`src/rtl/powlib_busmem_resp_if.sv`:
```
// Request/response bus bundle for the memory responder: request side (wr*) and response side (rd*).
// Pure wiring, no latency.
// Valid/ready on both sides. The slave modport is the responder and the master modport is the requester.
// Ports: wrdata/wraddr/wrvld -> responder, wrrdy <- responder;
//        rddata/rdaddr/rdvld <- responder, rdrdy -> responder.
interface powlib_busmem_resp_if #(
    parameter int B_AW  = 4,
    parameter int B_BPD = 4
);
    localparam int B_DW = 1 + B_BPD + 8 * B_BPD;

    logic [B_DW-1:0] wrdata;
    logic [B_AW-1:0] wraddr;
    logic            wrvld;
    logic            wrrdy;
    logic [B_DW-1:0] rddata;
    logic [B_AW-1:0] rdaddr;
    logic            rdvld;
    logic            rdrdy;

    modport master (
        output wrdata, wraddr, wrvld, rdrdy,
        input  wrrdy, rddata, rdaddr, rdvld
    );

    modport slave (
        input  wrdata, wraddr, wrvld, rdrdy,
        output wrrdy, rddata, rdaddr, rdvld
    );
endinterface

```
`src/rtl/powlib_busmem_resp.sv`:
```
// Bus memory responder. Byte-enabled writes go into a 2**B_AW word register memory, and each read returns one response word.
// A write commits on its accept edge. A read accepted at edge N gives rdvld after edge N+1, and the next request can be accepted at N+3.
// wrrdy is low while a read is in flight, and it stays low for as long as rdrdy holds the response (full backpressure).
// Ports: clk, rst (async, active-low), bus (slave modport of powlib_busmem_resp_if).
//   Word format: {op(1=write), be[B_BPD-1:0], data[8*B_BPD-1:0]}.
module powlib_busmem_resp #(
    parameter int B_AW  = 4,
    parameter int B_BPD = 4,
    parameter bit EAR   = 1'b0
) (
    input  logic                  clk,
    input  logic                  rst,
    powlib_busmem_resp_if.slave   bus
);
    localparam int B_DW  = 1 + B_BPD + 8 * B_BPD;
    localparam int DW    = 8 * B_BPD;
    localparam int DEPTH = 1 << B_AW;

    localparam logic [1:0] IDLE = 2'd0;
    localparam logic [1:0] RD   = 2'd1;
    localparam logic [1:0] RESP = 2'd2;

    logic [1:0]      state;
    logic [B_AW-1:0] req_addr;
    logic [B_DW-1:0] rddata;
    logic [B_AW-1:0] rdaddr;
    logic            rdvld;
    logic [DW-1:0]   mem [0:DEPTH-1];

    logic              req_op;
    logic [B_BPD-1:0]  req_be;
    logic [DW-1:0]     req_data;
    logic              wrrdy;
    logic              req_fire;

    assign req_op   = bus.wrdata[B_DW-1];
    assign req_be   = bus.wrdata[DW +: B_BPD];
    assign req_data = bus.wrdata[DW-1:0];

    // Ready comes only from registered state and reset, so the wrvld/rdrdy side has no combinational loop.
    assign wrrdy    = (state == IDLE) && rst;
    assign req_fire = bus.wrvld && wrrdy;

    assign bus.wrrdy  = wrrdy;
    assign bus.rddata = rddata;
    assign bus.rdaddr = rdaddr;
    assign bus.rdvld  = rdvld;

    // Control and response registers. Reset drops any in-flight response at once.
    always_ff @(posedge clk or negedge rst) begin
        if (!rst) begin
            state  <= IDLE;
            rddata <= '0;
            rdaddr <= '0;
            rdvld  <= 1'b0;
        end else begin
            case (state)
                IDLE: begin
                    if (req_fire && !req_op) begin
                        state <= RD;
                    end
                end
                RD: begin
                    rddata <= {1'b0, {B_BPD{1'b1}}, mem[req_addr]};
                    rdaddr <= req_addr;
                    rdvld  <= 1'b1;
                    state  <= RESP;
                end
                RESP: begin
                    if (bus.rdrdy) begin
                        rdvld <= 1'b0;
                        state <= IDLE;
                    end
                end
                default: begin
                    state <= IDLE;
                end
            endcase
        end
    end

    // The read address register is always loaded before it is used, so it only needs a reset when EAR asks for one.
    generate
        if (EAR) begin : g_addr_arst
            always_ff @(posedge clk or negedge rst) begin
                if (!rst) begin
                    req_addr <= '0;
                end else if (req_fire && !req_op) begin
                    req_addr <= bus.wraddr;
                end
            end
        end else begin : g_addr_nrst
            always_ff @(posedge clk) begin
                if (req_fire && !req_op) begin
                    req_addr <= bus.wraddr;
                end
            end
        end
    endgenerate

    // The memory is not reset. A write with be=0 is accepted but changes nothing.
    always_ff @(posedge clk) begin
        if (req_fire && req_op) begin
            for (int b = 0; b < B_BPD; b++) begin
                if (req_be[b]) begin
                    mem[bus.wraddr][8*b +: 8] <= req_data[8*b +: 8];
                end
            end
        end
    end
endmodule

```
`src/flat_wrapper.sv`:
```
// flat-port wrapper written by rule: the top's interface ports become plain ports
module powlib_busmem_resp_flat 
#(
    parameter int B_AW  = 4,
    parameter int B_BPD = 4,
    parameter bit EAR   = 1'b0
)
  (clk, rst, bus_wrdata, bus_wraddr, bus_wrvld, bus_rdrdy, bus_wrrdy, bus_rddata, bus_rdaddr, bus_rdvld);
  powlib_busmem_resp_if #(.B_AW(B_AW), .B_BPD(B_BPD)) bus_i ();
  input  logic clk;
  input  logic rst;
  input wire logic [$bits(bus_i.wrdata)-1:0] bus_wrdata;
  input wire logic [$bits(bus_i.wraddr)-1:0] bus_wraddr;
  input wire logic [$bits(bus_i.wrvld)-1:0] bus_wrvld;
  input wire logic [$bits(bus_i.rdrdy)-1:0] bus_rdrdy;
  output wire logic [$bits(bus_i.wrrdy)-1:0] bus_wrrdy;
  output wire logic [$bits(bus_i.rddata)-1:0] bus_rddata;
  output wire logic [$bits(bus_i.rdaddr)-1:0] bus_rdaddr;
  output wire logic [$bits(bus_i.rdvld)-1:0] bus_rdvld;
  assign bus_i.wrdata = bus_wrdata;
  assign bus_i.wraddr = bus_wraddr;
  assign bus_i.wrvld = bus_wrvld;
  assign bus_i.rdrdy = bus_rdrdy;
  assign bus_wrrdy = bus_i.wrrdy;
  assign bus_rddata = bus_i.rddata;
  assign bus_rdaddr = bus_i.rdaddr;
  assign bus_rdvld = bus_i.rdvld;
  powlib_busmem_resp #(.B_AW(B_AW), .B_BPD(B_BPD), .EAR(EAR)) u_core (.clk(clk), .rst(rst), .bus(bus_i));
endmodule
```
`config.mk`:
```
export PLATFORM = sky130hd
export DESIGN_NAME = powlib_busmem_resp_flat
export DESIGN_NICKNAME = d
export VERILOG_FILES = /design/src/rtl/powlib_busmem_resp_if.sv /design/src/rtl/powlib_busmem_resp.sv /design/src/flat_wrapper.sv
export SDC_FILE = /design/constraint.sdc
export NUM_CORES = 1
export LEC_CHECK = 0
export BUFFER_PORTS_ARGS = -buffer_cell sky130_fd_sc_hd__buf_2
export CELL_PAD_IN_SITES_DETAIL_PLACEMENT = 0
export CELL_PAD_IN_SITES_GLOBAL_PLACEMENT = 1
export CORE_ASPECT_RATIO = 2
export CORE_MARGIN = 3
export CORE_UTILIZATION = 30
export DETAILED_ROUTE_END_ITERATION = 12
export PLACE_DENSITY = 0.52
export SLEW_MARGIN = 5
export SYNTH_ARGS = -nofsm -noshare
export SYNTH_HDL_FRONTEND = slang
export SYNTH_SLANG_ARGS = --single-unit
```
`constraint.sdc`:
```
create_clock -name clk -period 2.2 [get_ports clk]
set_clock_uncertainty 0.2 [all_clocks]
set_input_delay 0.66 -clock clk [delete_from_list [all_inputs] [get_ports clk]]
set_output_delay 0.66 -clock clk [all_outputs]
set_load 0.02 [all_outputs]
```
Yosys cells after proc, flatten, opt, wreduce, memory -nomap -nowiden --
Memory sizes are Yosys's and may differ from the RTL's. A register that Yosys moved wholly into a read port is not among the register bits. Index checks and enable logic that the tools add are counted.
Word-level totals: bits in registers 44, input port bits 45, RAM bits 512, memories 1
Operators by class: equality and inequality tests 4, mux-type cells 17, reductions and logical operators 10
Memories:
- u_core.mem | words 16, bits a word 32, rd ports 1, clocked after Yosys merged registers in 1, write ports 1, line powlib_busmem_resp.sv:28 | logic [DW-1:0] mem [0:DEPTH-1];
Operators with widths (count):
- 1-bit 2-to-1 mux | 13
- 2-bit case mux with 3 select lines | 1
- 1-bit logical AND | 4
- 2-bit 2-to-1 mux | 2
- 2-bit != test (second input constant) | 2
- 2-bit AND reduction | 2
- 2-bit by 1-bit equality test with 1-bit output (second input constant) | 1
- 2-bit equality test (second input constant) | 1
- 1-bit logical NOT | 2
- 2-bit logical NOT | 1
- 1-bit case mux with 2 select lines | 1
- 2-bit nonzero test | 1

Depth between registers and ports, before layout --
word-level depth 6, mapped depth 8, mapped depth without buffers 4

Least setup slack after synthesis --
No wires, ideal clock.
path kind input port to flip-flop, start input port rst, end memory u_core.mem[10][0] in the netlist's numbering (enable), slack -0.418 ns, library setup time 0.370 ns, arrival time 2.048 ns, stages 5, data required time 1.630 ns, cells stage by stage nor3b_2 > and3_1 > nand2_2 > buf_2 > nor2_1
Between the ends: word-level cells in the longest chain between the ends 5
Ends and longest elaborated chain:
- start, declared | line flat_wrapper.sv:11 | input logic rst;
- 1-bit logical AND | line powlib_busmem_resp.sv:41 | assign wrrdy = (state == IDLE) && rst;
- 1-bit logical AND | line powlib_busmem_resp.sv:42 | assign req_fire = bus.wrvld && wrrdy;
- 1-bit logical AND | line powlib_busmem_resp.sv:103 | if (req_fire && req_op) begin
- 1-bit 2-to-1 mux | line powlib_busmem_resp.sv:103
- 1-bit 2-to-1 mux (implied by the code) | line powlib_busmem_resp.sv:106 | mem[bus.wraddr][8*b +: 8] <= req_data[8*b +: 8];
- end, declared | line powlib_busmem_resp.sv:28
No other way between the ends.

Final worst setup path --
start register u_core.state[0], end output port bus_wrrdy
Between the ends: word-level cells in the longest chain between the ends 2
Ends and longest elaborated chain:
- start, declared | line powlib_busmem_resp.sv:23 | logic [1:0] state;
- start signal, assigned | line powlib_busmem_resp.sv:52 | state <= IDLE;
- start signal, assigned | line powlib_busmem_resp.sv:60 | state <= RD;
- start signal, assigned | line powlib_busmem_resp.sv:67 | state <= RESP;
- 2-bit logical NOT | line powlib_busmem_resp.sv:41
- 1-bit logical AND | line powlib_busmem_resp.sv:41
- end, declared | line flat_wrapper.sv:16 | output wire logic [$bits(bus_i.wrrdy)-1:0] bus_wrrdy;
No other way between the ends.

==> metrics.md <==
| Metric | Value |
|---|---|
| Initial Utilization | `30.44%` |
| Total global-route track usage | `17.23%` |
| Design Power | `0.02251 W` |
| Warnings, synthesis | `0` |
| Largest area contributor in the netlist | `edfxtp_1` |
| CTS Buf Count | `50` |
| Worst ir drop on vdd | `622.6 uV` |
| Synth area leaders | `edfxtp_1 (71%), mux2i_1 (11%), dfrtp_1 (4.6%)` |
| # rows | `138` |
| I/O pins | `88` |
| Hold depth | `2` |
| CP arrival | `1.47 ns` |
| PwrDens | `857.3 mW/mm^2` |
| Post-route antenna net violation count | `0` |
| Max-cap viol count | `0` |
| Htree depth | `2` |
| Gpl congestion | `0.8349` |
| Fin. max-slew vios | `0` |
| Worst-Margin Slew | `0.8182 ns` |
| PortBufs | `86` |
| Flops & latches, synth | `556` |
| FMAX | `429.4 MHz` |
| Post-DP HPWL | `46.40 mm` |
| WS Path Type | `flop to output port` |
| Clock Latency Late Sink | `0.58 ns` |
| Vias/cell | `4.858` |
| Critical path peak fanout | `2` |
| CTS sink cnt | `556` |
| Post-layout util | `36.82%` |
| Worst setup path endpoint | `bus_wrrdy` |
| Failing checks | `setup timing` |
| TritonCTS clock tree | `yes` |
| Tmin final | `2.329 ns` |
| Period Utilization, post-route | `105.9%` |
| Grt total ovfl | `0` |
| Core area | `0.07131 mm^2` |
| Synth top area share | `71.39%` |
| Setup crit end kind | `output port` |
| Drt pass-1 iters | `5` |
| RSZ-0062 raised after global routing | `true` |
| R2r startpoint | `u_core.state[0]$_DFFE_PN0P_` |
| Worst-case reg-to-reg path depth | `7` |
| WP data required | `1.34 ns` |
| Post-synth top cells | `edfxtp_1 (516), mux2i_1 (228), nand2_1 (86), nor2_1 (76), a22oi_1 (64)` |
| Post-synth net total | `1316` |
| Width of the die | `196.2 um` |
| Vias in the first global route | `12765` |
| Design Area, Final | `0.02625 mm^2` |
| Count leader, synth | `edfxtp_1` |
| Die area | `0.07581 mm^2` |
| Post-route setup slack | `-0.1288 ns` |
| Endpoints failing setup | `1` |
| Area growth from synthesis to layout | `20.95%` |
| Global-route wire length before repair | `92.80 mm` |
| WHS | `0.09457 ns` |
| Root buffer cell | `clkbuf_16` |
| Die H | `386.4 um` |
| Distinct cells, synth | `31` |
| Final hold vios | `0` |
| Slew HR | `45.45%` |
| Hold Buf Count CTS | `0` |
| Area post-placement | `0.02436 mm^2` |
| CTS max path bufs | `3` |
| Mapped Area | `0.02171 mm^2` |
| DRT iter0 DRCs | `700` |
| EDFF count, synth | `516` |
| R2R Path End | `u_core.mem[4][20]$_DFFE_PP_` |
| Initial antenna violation count | `2` |
| Leakage | `9.163 nW` |
| Via count | `11801` |
| Reg clk slew, reported paths | `0.07 ns` |
| Post-layout net count | `1523` |
| Main synth FF type | `edfxtp_1` |
| Routed wire length | `66.37 mm` |
| Async SR Flop Fraction | `7.194%` |
| Hold Path Class | `input port to flop` |
| Status | `finished with violations` |
| Post-Synthesis Cells | `1271` |
| Mean Syn Cell Area | `17.08 um^2` |
| Inst Count DP | `2324` |
| Startpoint class of the critical path | `flop` |
| Worst R2R Setup Slack | `0.07 ns` |
| Register area share after synthesis | `76.00%` |
| Crit. Startpoint | `u_core.state[0]$_DFFE_PN0P_` |
| Pin count of the biggest net entering global routing | `56` |
| Avg WL per Cell | `27.33 um` |
| Non-filler cells, final | `2429` |
| Share of layout cells above drive strength 1 | `24.97%` |
| DRC viols | `0` |
layout by cell type, fill, tap and decap left out, types with 13 or more instances in the layout:
master	synthesis	routed
mux2i_1	228	227
edfxtp_1	516	516
nor2_1	76	31
buf_4	17	116
clkbuf_16	0	51
a22oi_1	64	60
nand3_1	31	31
buf_2	25	85
o21ai_1	16	16
a21oi_1	52	52
mux4_2	13	13
dfrtp_1	40	40
a32oi_1	25	25
nor2_4	0	41
nand2_1	86	86
buf_12	2	23
sequential cells by signal (all words and copies together) (netlist names):
| register | cells |
|---|---|
| u_core.mem | 512 |
| u_core.bus.rddata | 33 |
| u_core.bus.rdaddr | 4 |
| u_core.req_addr | 4 |
| u_core.state | 2 |
| u_core.bus.rdvld | 1 |
metal layers:
| layer | vias up | wire [um] | share of wire [%] | track usage, % |
|---|---|---|---|---|
| met4 | 2 | 2630 | 4.0 | 6.864 |
| met2 | 257 | 38220 | 58 | 34.35 |
| li1 | 5361 | - | - | - |
| met5 | - | 12 | 0.018 | 0 |
| met1 | 6084 | 23670 | 36 | 17.98 |
| met3 | 97 | 1842 | 2.8 | 1.933 |
worst min path at each step:
stage / from / end / slack [ns]
finish: bus_wrdata[36] / u_core.state[0]$_DFFE_PN0P_ / 0.09
global placement: u_core.bus.rdaddr[0]$_DFFE_PN0P_ / u_core.bus.rdaddr[0]$_DFFE_PN0P_ / 0.26
global route: bus_wrdata[36] / u_core.state[0]$_DFFE_PN0P_ / 0.07
CTS: bus_wrdata[36] / u_core.state[0]$_DFFE_PN0P_ / 0.06
detailed placement: u_core.bus.rdaddr[0]$_DFFE_PN0P_ / u_core.bus.rdaddr[0]$_DFFE_PN0P_ / 0.26
floorplan: rst / u_core.bus.rdaddr[0]$_DFFE_PN0P_ / 0.16
through the flow:
step	setup slack, ns	setup TNS (ns)
2_1_floorplan	-0.1001	-39.13
3_3_place_gp	-0.2302	-98.17
3_5_place_dp	-0.2537	-113.42
4_1_cts	-0.1861	-0.1861
5_1_grt	-0.1889	-0.1889
6_report	-0.1288	-0.1288
logic make-up after synthesis:
logic type             count (synthesis)  share of synthesized area, %
AO/OA/AOI/OAI                        174                         5.223
buffers and inverters                 77                         2.421
flip-flops                           556                         76.00
multiplexers                         242                         11.98
other                                  1                       0.01728
AND/OR/NAND/NOR                      221                         4.358
timing repair:
item | in CTS | in global routing
pin swaps | 1 | 1
endpoints found under the setup margin | 5 | 48
gates cloned | 1 | 0
buffers inserted | 2 | 9
resized for setup | 5 | 12
endpoints found under the hold margin | 0 | 0
report_power, final:
part,switching (W),internal (W)
sequential,0.000157,0.0118
combinational,0.00106,0.000508
clock,0.00380,0.00523
worst max-delay path, cell delays in order (launching register included):
cell and delay, ns:
dfrtp_1 0.41, nor3b_4 0.23, buf_6 0.14, buf_6 0.11
cell type report:
class,count,area (um^2)
Fill cell,6633,45060
Sequential cell,556,16500
Multi-Input combinational cell,638,5059
Timing Repair Buffer,231,1873
Clock buffer,63,1331
Tap cell,910,1139
Clock inverter,29,350.3
Inverter,1,3.754
Antenna cell,1,2.502
(Power assumes the default switching activity.)
